File: config.mk
export PLATFORM = sky130hd
export DESIGN_NAME = dl_mem_arbiter_flat
export DESIGN_NICKNAME = d
export VERILOG_FILES = /design/src/rtl/dl_mem_arbiter_if.sv /design/src/rtl/dl_mem_arbiter.sv /design/src/flat_wrapper.sv
export SDC_FILE = /design/constraint.sdc
export NUM_CORES = 1
export LEC_CHECK = 0
export ABC_AREA = 1
export ABC_CLOCK_PERIOD_IN_PS = 5950
export CAP_MARGIN = 20
export CORE_MARGIN = 1.5
export CORE_UTILIZATION = 40
export DETAILED_ROUTE_END_ITERATION = 12
export PLACE_DENSITY_LB_ADDON = 0.3
export SLEW_MARGIN = 20
export SYNTH_ARGS = -nofsm -noshare
export SYNTH_HDL_FRONTEND = slang
export SYNTH_SLANG_ARGS = --single-unit
File: constraint.sdc
create_clock -name clk_sys -period 5.95 [get_ports clk_sys]
set_clock_uncertainty 0.05 [all_clocks]
set_input_delay 1.19 -clock clk_sys [delete_from_list [all_inputs] [get_ports clk_sys]]
set_output_delay 1.19 -clock clk_sys [all_outputs]
set_load 0.05 [all_outputs]
File: src/rtl/dl_mem_arbiter_if.sv
// Bus bundle between the HPS download/CPU side and the memory arbiter.
// slave  : arbiter view (download + CPU request inputs, memory/status outputs)
// master : host/bench view (drives requests, observes memory/status)
interface dl_mem_arbiter_if;
    localparam int unsigned IO_ADDR_W  = 25;
    localparam int unsigned MEM_ADDR_W = 17;
    localparam int unsigned DATA_W     = 8;
    localparam int unsigned SEL_W      = 2;

    logic                  ioctl_download;
    logic                  ioctl_wr;
    logic [IO_ADDR_W-1:0]  ioctl_addr;
    logic [DATA_W-1:0]     ioctl_dout;
    logic [DATA_W-1:0]     ioctl_index;

    logic                  cpu_req;
    logic                  cpu_we;
    logic [MEM_ADDR_W-1:0] cpu_addr;
    logic [DATA_W-1:0]     cpu_din;
    logic [SEL_W-1:0]      cpu_sel;
    logic                  cpu_ack;
    logic                  cpu_hold;

    logic                  mem_en;
    logic                  mem_we;
    logic [MEM_ADDR_W-1:0] mem_addr;
    logic [DATA_W-1:0]     mem_din;
    logic [SEL_W-1:0]      mem_sel;

    logic                  dl_done;
    logic [MEM_ADDR_W-1:0] dl_len;
    logic                  fifo_overflow;
    logic                  addr_err;

    modport slave (
        input  ioctl_download, ioctl_wr, ioctl_addr, ioctl_dout, ioctl_index,
        input  cpu_req, cpu_we, cpu_addr, cpu_din, cpu_sel,
        output cpu_ack, cpu_hold,
        output mem_en, mem_we, mem_addr, mem_din, mem_sel,
        output dl_done, dl_len, fifo_overflow, addr_err
    );

    modport master (
        output ioctl_download, ioctl_wr, ioctl_addr, ioctl_dout, ioctl_index,
        output cpu_req, cpu_we, cpu_addr, cpu_din, cpu_sel,
        input  cpu_ack, cpu_hold,
        input  mem_en, mem_we, mem_addr, mem_din, mem_sel,
        input  dl_done, dl_len, fifo_overflow, addr_err
    );
endinterface

File: src/rtl/dl_mem_arbiter.sv
// Arbitrates a single memory port between HPS download bytes (buffered in a
// small FIFO, always given priority) and single-beat CPU accesses.
// Ports: clk_sys - core clock; reset - synchronous active-high reset;
//        bus     - dl_mem_arbiter_if.slave (download in, CPU req/ack/hold,
//                  memory port, dl_done/dl_len and sticky error flags).
module dl_mem_arbiter #(
    parameter int unsigned FIFO_DEPTH = 4
) (
    input  logic        clk_sys,
    input  logic        reset,
    dl_mem_arbiter_if.slave bus
);
    localparam int unsigned PTR_W = (FIFO_DEPTH > 1) ? $clog2(FIFO_DEPTH) : 1;
    localparam int unsigned CNT_W = $clog2(FIFO_DEPTH + 1);
    localparam int unsigned AW    = 17;

    typedef struct packed {
        logic [1:0]    sel;
        logic [AW-1:0] addr;
        logic [7:0]    data;
    } entry_t;

    typedef enum logic [2:0] {IDLE, CPU_ACC, CPU_ACK, DL, DRAIN, DONE} state_t;

    state_t        state_q, state_d;
    entry_t        fifo_mem [FIFO_DEPTH];
    logic [PTR_W-1:0] wr_ptr_q, rd_ptr_q;
    logic [CNT_W-1:0] count_q;
    logic [AW-1:0] dl_len_q, dl_len_d, len_cand;
    logic          ovf_q, ovf_d, aerr_q, aerr_d;
    logic          dl_valid_q, dl_valid_d;

    logic          idx_ok, wr_hit, addr_lo_ok, push_req, push, pop;
    logic          fifo_empty, fifo_full;
    logic [1:0]    idx_sel;
    entry_t        head;

    logic          cpu_ack_c, cpu_hold_c, mem_en_c, mem_we_c, dl_done_c;
    logic [AW-1:0] mem_addr_c;
    logic [7:0]    mem_din_c;
    logic [1:0]    mem_sel_c;

    // Download index to target memory decode.
    always_comb begin
        idx_ok  = 1'b1;
        idx_sel = 2'd0;
        case (bus.ioctl_index)
            8'd0, 8'd1: idx_sel = 2'd0;
            8'd3:       idx_sel = 2'd1;
            8'd4:       idx_sel = 2'd2;
            default:    idx_ok  = 1'b0;
        endcase
    end

    assign wr_hit     = bus.ioctl_download & bus.ioctl_wr & idx_ok;
    assign addr_lo_ok = (bus.ioctl_addr[24:17] == 8'd0);
    assign push_req   = wr_hit & addr_lo_ok;
    assign fifo_empty = (count_q == '0);
    assign fifo_full  = (count_q == CNT_W'(FIFO_DEPTH));
    assign pop        = ((state_q == DL) || (state_q == DRAIN)) && !fifo_empty;
    // A full FIFO still accepts a byte when the head leaves in the same cycle.
    assign push       = push_req & (!fifo_full | pop);
    assign head       = fifo_mem[rd_ptr_q];
    assign len_cand   = head.addr + 17'd1;

    // FIFO storage (no reset needed, validity is tracked by count_q).
    always_ff @(posedge clk_sys) begin
        if (push) begin
            fifo_mem[wr_ptr_q] <= '{sel: idx_sel, addr: bus.ioctl_addr[16:0], data: bus.ioctl_dout};
        end
    end

    // FIFO pointers and occupancy.
    always_ff @(posedge clk_sys) begin
        if (reset) begin
            wr_ptr_q <= '0;
            rd_ptr_q <= '0;
            count_q  <= '0;
        end else begin
            if (push) wr_ptr_q <= wr_ptr_q + PTR_W'(1);
            if (pop)  rd_ptr_q <= rd_ptr_q + PTR_W'(1);
            count_q <= count_q + CNT_W'(push) - CNT_W'(pop);
        end
    end

    // State, length and sticky flag registers.
    always_ff @(posedge clk_sys) begin
        if (reset) begin
            state_q    <= IDLE;
            dl_len_q   <= '0;
            ovf_q      <= 1'b0;
            aerr_q     <= 1'b0;
            dl_valid_q <= 1'b0;
        end else begin
            state_q    <= state_d;
            dl_len_q   <= dl_len_d;
            ovf_q      <= ovf_d;
            aerr_q     <= aerr_d;
            dl_valid_q <= dl_valid_d;
        end
    end

    // Next state and memory-port/handshake outputs.
    always_comb begin
        state_d    = state_q;
        dl_len_d   = dl_len_q;
        ovf_d      = ovf_q | (push_req & fifo_full & !pop);
        aerr_d     = aerr_q | (wr_hit & !addr_lo_ok);
        dl_valid_d = dl_valid_q | (bus.ioctl_download & idx_ok);
        cpu_ack_c  = 1'b0;
        cpu_hold_c = 1'b0;
        mem_en_c   = 1'b0;
        mem_we_c   = 1'b0;
        mem_addr_c = '0;
        mem_din_c  = '0;
        mem_sel_c  = '0;
        dl_done_c  = 1'b0;

        case (state_q)
            IDLE: begin
                cpu_hold_c = bus.ioctl_download;
                if (bus.ioctl_download || !fifo_empty) begin
                    state_d  = DL;
                    dl_len_d = '0;
                    // Bytes already buffered belong to a valid-index download.
                    dl_valid_d = (bus.ioctl_download & idx_ok) | !fifo_empty;
                end else if (bus.cpu_req) begin
                    state_d = CPU_ACC;
                end
            end
            CPU_ACC: begin
                mem_en_c   = 1'b1;
                mem_we_c   = bus.cpu_we;
                mem_addr_c = bus.cpu_addr;
                mem_din_c  = bus.cpu_din;
                mem_sel_c  = bus.cpu_sel;
                state_d    = CPU_ACK;
            end
            CPU_ACK: begin
                cpu_ack_c = 1'b1;
                state_d   = IDLE;
            end
            DL: begin
                cpu_hold_c = 1'b1;
                if (!bus.ioctl_download) state_d = DRAIN;
            end
            DRAIN: begin
                cpu_hold_c = 1'b1;
                if (bus.ioctl_download) begin
                    state_d = DL;
                end else if ((count_q - CNT_W'(pop)) == '0) begin
                    state_d = DONE;
                end
            end
            DONE: begin
                cpu_hold_c = 1'b1;
                // Downloads to an ignored index complete silently.
                dl_done_c  = dl_valid_q;
                state_d    = IDLE;
            end
            default: state_d = IDLE;
        endcase

        if (pop) begin
            mem_en_c   = 1'b1;
            mem_we_c   = 1'b1;
            mem_addr_c = head.addr;
            mem_din_c  = head.data;
            mem_sel_c  = head.sel;
            if (len_cand > dl_len_d) dl_len_d = len_cand;
        end

        // Hold every output low while reset is asserted.
        if (reset) begin
            cpu_ack_c  = 1'b0;
            cpu_hold_c = 1'b0;
            mem_en_c   = 1'b0;
            mem_we_c   = 1'b0;
            mem_addr_c = '0;
            mem_din_c  = '0;
            mem_sel_c  = '0;
            dl_done_c  = 1'b0;
        end
    end

    assign bus.cpu_ack       = cpu_ack_c;
    assign bus.cpu_hold      = cpu_hold_c;
    assign bus.mem_en        = mem_en_c;
    assign bus.mem_we        = mem_we_c;
    assign bus.mem_addr      = mem_addr_c;
    assign bus.mem_din       = mem_din_c;
    assign bus.mem_sel       = mem_sel_c;
    assign bus.dl_done       = dl_done_c;
    assign bus.dl_len        = dl_len_q;
    assign bus.fifo_overflow = ovf_q;
    assign bus.addr_err      = aerr_q;
endmodule

File: src/flat_wrapper.sv
// flat-port wrapper written by rule: the top's interface ports become plain ports
module dl_mem_arbiter_flat 
#(
    parameter int unsigned FIFO_DEPTH = 4
)
  (clk_sys, reset, bus_ioctl_download, bus_ioctl_wr, bus_ioctl_addr, bus_ioctl_dout, bus_ioctl_index, bus_cpu_req, bus_cpu_we, bus_cpu_addr, bus_cpu_din, bus_cpu_sel, bus_cpu_ack, bus_cpu_hold, bus_mem_en, bus_mem_we, bus_mem_addr, bus_mem_din, bus_mem_sel, bus_dl_done, bus_dl_len, bus_fifo_overflow, bus_addr_err);
  dl_mem_arbiter_if bus_i ();
  input  logic clk_sys;
  input  logic reset;
  input wire logic [$bits(bus_i.ioctl_download)-1:0] bus_ioctl_download;
  input wire logic [$bits(bus_i.ioctl_wr)-1:0] bus_ioctl_wr;
  input wire logic [$bits(bus_i.ioctl_addr)-1:0] bus_ioctl_addr;
  input wire logic [$bits(bus_i.ioctl_dout)-1:0] bus_ioctl_dout;
  input wire logic [$bits(bus_i.ioctl_index)-1:0] bus_ioctl_index;
  input wire logic [$bits(bus_i.cpu_req)-1:0] bus_cpu_req;
  input wire logic [$bits(bus_i.cpu_we)-1:0] bus_cpu_we;
  input wire logic [$bits(bus_i.cpu_addr)-1:0] bus_cpu_addr;
  input wire logic [$bits(bus_i.cpu_din)-1:0] bus_cpu_din;
  input wire logic [$bits(bus_i.cpu_sel)-1:0] bus_cpu_sel;
  output wire logic [$bits(bus_i.cpu_ack)-1:0] bus_cpu_ack;
  output wire logic [$bits(bus_i.cpu_hold)-1:0] bus_cpu_hold;
  output wire logic [$bits(bus_i.mem_en)-1:0] bus_mem_en;
  output wire logic [$bits(bus_i.mem_we)-1:0] bus_mem_we;
  output wire logic [$bits(bus_i.mem_addr)-1:0] bus_mem_addr;
  output wire logic [$bits(bus_i.mem_din)-1:0] bus_mem_din;
  output wire logic [$bits(bus_i.mem_sel)-1:0] bus_mem_sel;
  output wire logic [$bits(bus_i.dl_done)-1:0] bus_dl_done;
  output wire logic [$bits(bus_i.dl_len)-1:0] bus_dl_len;
  output wire logic [$bits(bus_i.fifo_overflow)-1:0] bus_fifo_overflow;
  output wire logic [$bits(bus_i.addr_err)-1:0] bus_addr_err;
  assign bus_i.ioctl_download = bus_ioctl_download;
  assign bus_i.ioctl_wr = bus_ioctl_wr;
  assign bus_i.ioctl_addr = bus_ioctl_addr;
  assign bus_i.ioctl_dout = bus_ioctl_dout;
  assign bus_i.ioctl_index = bus_ioctl_index;
  assign bus_i.cpu_req = bus_cpu_req;
  assign bus_i.cpu_we = bus_cpu_we;
  assign bus_i.cpu_addr = bus_cpu_addr;
  assign bus_i.cpu_din = bus_cpu_din;
  assign bus_i.cpu_sel = bus_cpu_sel;
  assign bus_cpu_ack = bus_i.cpu_ack;
  assign bus_cpu_hold = bus_i.cpu_hold;
  assign bus_mem_en = bus_i.mem_en;
  assign bus_mem_we = bus_i.mem_we;
  assign bus_mem_addr = bus_i.mem_addr;
  assign bus_mem_din = bus_i.mem_din;
  assign bus_mem_sel = bus_i.mem_sel;
  assign bus_dl_done = bus_i.dl_done;
  assign bus_dl_len = bus_i.dl_len;
  assign bus_fifo_overflow = bus_i.fifo_overflow;
  assign bus_addr_err = bus_i.addr_err;
  dl_mem_arbiter #(.FIFO_DEPTH(FIFO_DEPTH)) u_core (.clk_sys(clk_sys), .reset(reset), .bus(bus_i));
endmodule
==> key figures <==
Floorplan
  • Initial Util: 0.411
  • Die width: 139 um
  • Rows: 49
  • Io pins: roughly 130
  • Die ar.: 19300 um2
  • Core area: between 15000 and 20000 um2
  • Die Ht: between 100 and 150 um

Placement
  • Pre-CTS setup slack: 1390 ps
  • Final Wtd Congestion: 0.823
  • Post-Place Cell Area: approximately 8800 um2
  • Port Buffer Count: 124
  • Placed Cells: 1183
  • Hpwl dp: between 10000 and 15000 um

Route
  • Final ANT Viol Nets: 0
  • Final WL: between 15000 and 20000 um
  • Post-route DRC: 0
  • First-pass detailed-route iteration total: 5
  • Vias: around 5900
  • Drt wl/cell: 14.7 um
  • Vias per cell: about 4.9
  • DRT iter0 DRCs: approximately 300

Setup path
  • Worst-path fanout max: 47
  • Worst Path Arrival: around 3700 ps
  • Worst reg-to-reg path cell count: 23
  • CP Capture Point: bus_mem_addr[13]
  • R2r endpoint: u_core.bus.dl_len[4]$_SDFF_PP0_
  • Crit path launch: u_core.state_q[0]$_SDFFE_PP0P_
  • WP data required: 4710 ps
  • Worst setup path class: reg2out
  • CP Capture Type: primary output
  • Critical path startpoint category: flip-flop
  • R2r setup slk: between 1500 and 2000 ps

Synth
  • Ranking of synthesized cells by area: edfxtp_1 (44%), nand2_1 (14%), dfxtp_1 (8.7%)
  • Syn avg cell area: ~8.7 um2
  • Yosys top cell area share: 0.438
  • Post-Syn Instances: ~850
  • Mapped cell area: 7400 um2
  • Synth warnings: 0
  • Net Count, Synth: around 950
  • Synth area leader: edfxtp_1
  • Synth unique cells: 41
  • Post-synthesis sequential area ratio: 0.525
  • Synth Register Bits: 140

CTS
  • CTS Buf Count: 17
  • Setup bufs post-CTS: 0
  • Bufs on Longest Clock Path: 2
  • Post-cts resize count: 0
  • CTS tree: built
  • Worst skew pair latency: between 400 and 500 ps
  • # clock sinks: 140
  • Clk root buf: clkbuf_16
  • H-tree depth: 4
  • Clk slew on worst S/H paths: 60 ps
  • Hold Buf Count CTS: 0

Power
  • Internal: approximately 1.7 mW
  • Sw frac: 0.253
  • PwrDens: between 200 and 250 nW/um2
  • Flop pwr share: 0.467
  • Net Sw Power: 573 uW
  • Clock power share: 0.449
  • Combinational share of power: 0.085
  • P_leak: around 3.8 nW
  • Peak VDD IR: 196 uV

Layout
  • P&R area growth vs syn: 26.5%
  • Ant diodes: 0
  • Layout cells sized above 1: 0.0963
  • Area of the multi-input gates: approximately 3000 um2
  • Post-route cell area: approximately 9400 um2
  • Final net count: between 1000 and 1500
  • Finished Layout Cells: approximately 1200
  • Fin util: 0.519
  • Sequential Area: around 3900 um2
  • Fill cell count: 1712

STA
  • Worst-margin pin slew: between 900 and 1000 ps
  • F_max: 204 MHz
  • Crit path time final: 4890 ps
  • RSZ-0062 raised after global routing: no
  • Fin crit share: 0.822
  • Final Hold Vio Count: 0
  • Pins Over Slew Limit: 0
  • Post-route setup slack: ~1100 ps
  • Final setup TNS: 0 ps
  • Final setup viols: 0
  • Slew headroom: 0.382

Global routing
  • Initial antenna violation count: 0
  • First-pass GRT wire length: just under 30000 um
  • Vias in the first global route: about 5700
  • Largest net degree at the start of global routing: between 40 and 50
  • Remaining Overflow, GRT: 0
  • GR Util All Layers: 0.191

Hold path
  • Min-delay src: u_core.bus.addr_err$_SDFF_PP0_
  • Worst Hold Class: reg2reg

Flow run
  • Max-cap viol count: 0

Outcome
  • Outcome: finished, final reports clean
[synthesized netlist by cell type, drive strengths merged]
cell type and instances:
a21o 2, a22oi 3, a32oi 1, inv 79
nand4 5, and3 1, nand3b 2, nor3 14
fa 1, xor2 4, a21oi 38, and2 1
a31oi 1, clkinv 1, o21ai 11, clkbuf 7
nand3 72, ha 26, buf 27, dfxtp 32
nand2 295, o41ai 1, a211oi 15, edfxtp 108
nor2 102, o21bai 1, o21a 2
[state kept, by name (all words and copies together), names as in the netlist, 2 cells and up, named ones only]
name	count
u_core.bus.dl_len	17
u_core.count_q	3
u_core.fifo_mem	108
u_core.rd_ptr_q	2
u_core.wr_ptr_q	2
u_core.state_q	3
[cells in the final DEF, fill, tap and decap left out, types with 2 or more instances in the layout]
| cell type | Yosys | routed |
|---|---|---|
| inv_2 | 4 | 4 |
| inv_8 | 0 | 3 |
| inv_6 | 0 | 6 |
| buf_4 | 6 | 12 |
| nand3b_1 | 2 | 2 |
| ha_1 | 26 | 26 |
| dfxtp_1 | 32 | 31 |
| a211oi_1 | 15 | 15 |
| xor2_2 | 2 | 2 |
| nor2_2 | 7 | 11 |
| xor2_1 | 2 | 2 |
| o21ai_0 | 8 | 8 |
| nor2_4 | 5 | 5 |
| nand3_1 | 65 | 65 |
| clkdlybuf4s50_1 | 0 | 124 |
| a21o_1 | 2 | 2 |
| edfxtp_1 | 108 | 108 |
| o21ai_1 | 2 | 2 |
| o21a_1 | 2 | 2 |
| a21oi_1 | 37 | 37 |
| nand2_1 | 276 | 276 |
| a22oi_1 | 3 | 3 |
| inv_1 | 75 | 75 |
| clkinv_4 | 0 | 4 |
| nand2_2 | 19 | 19 |
| nand3_2 | 6 | 6 |
| clkbuf_16 | 0 | 17 |
| nand4_1 | 5 | 5 |
| nor3_1 | 14 | 14 |
| nor2_1 | 90 | 86 |
[through the flow]
stage                     total power [mW]  hold WS (ps)
after floorplan                       1.18           428
after detailed placement              1.27           416
after global placement                1.27           406
final                                 2.26           426
after global routing                  2.33           465
after CTS                             2.28           431
[area by class of cell]
| class | instances | area share |
|---|---|---|
| multi-input combinational | 598 | 0.319 |
| clock buffer | 17 | 0.0454 |
| sequential | 140 | 0.415 |
| tap | 229 | 0.0306 |
| inverter | 80 | 0.0321 |
| timing repair buffer | 136 | 0.142 |
| clock inverter | 15 | 0.0155 |
[layer usage]
| metal | up-vias | GRT usage | wire, um | part of all wire |
|---|---|---|---|---|
| li1 | 3046 | - | - | - |
| met1 | 2728 | 0.242 | 8090 | 0.45 |
| met4 | 0 | 0.0822 | 392 | 0.022 |
| met2 | 141 | 0.320 | 8560 | 0.48 |
| met3 | 26 | 0.0342 | 806 | 0.045 |
| met5 | - | 0 | 0 | 0 |
[cell families after synthesis]
logic type,after synthesis,share of synthesized area
buffers and inverters,114,0.0732
flip-flops,140,0.525
AND/OR/NAND/NOR,492,0.287
adder cells (fa/ha/maj),27,0.0467
XOR/XNOR,4,0.00676
AO/OA/AOI/OAI,75,0.0617
[critical path, stage by stage, from the launching register on]
cell             delay, ps
dfxtp_1                360
inv_1                   70
nor2_1                  80
nand2_1                100
nand2_1                 90
nand2_2                220
inv_2                  730
o21ai_4                400
a211oi_1               310
clkdlybuf4s50_1        850
[worst min-delay path by stage]
stage | endpoint | cells past startpoint
6_report | u_core.bus.addr_err$_SDFF_PP0_ | 1
5_1_grt | u_core.bus.addr_err$_SDFF_PP0_ | 1
4_1_cts | u_core.bus.addr_err$_SDFF_PP0_ | 1
3_5_place_dp | u_core.bus.addr_err$_SDFF_PP0_ | 1
3_3_place_gp | u_core.bus.addr_err$_SDFF_PP0_ | 1
2_1_floorplan | u_core.count_q[2]$_SDFF_PP0_ | 1
[power by group through the flow]
| stage | logic, mW | clock network (mW) | registers [mW] |
|---|---|---|---|
| floorplan | 0.100 | 0 | 1.08 |
| global placement | 0.190 | 0 | 1.08 |
| detailed placement | 0.192 | 0 | 1.08 |
| CTS | 0.193 | 1.03 | 1.06 |
| global route | 0.205 | 1.07 | 1.06 |
| finish | 0.191 | 1.01 | 1.06 |
Note: power is estimated with default switching activity, not from simulation.
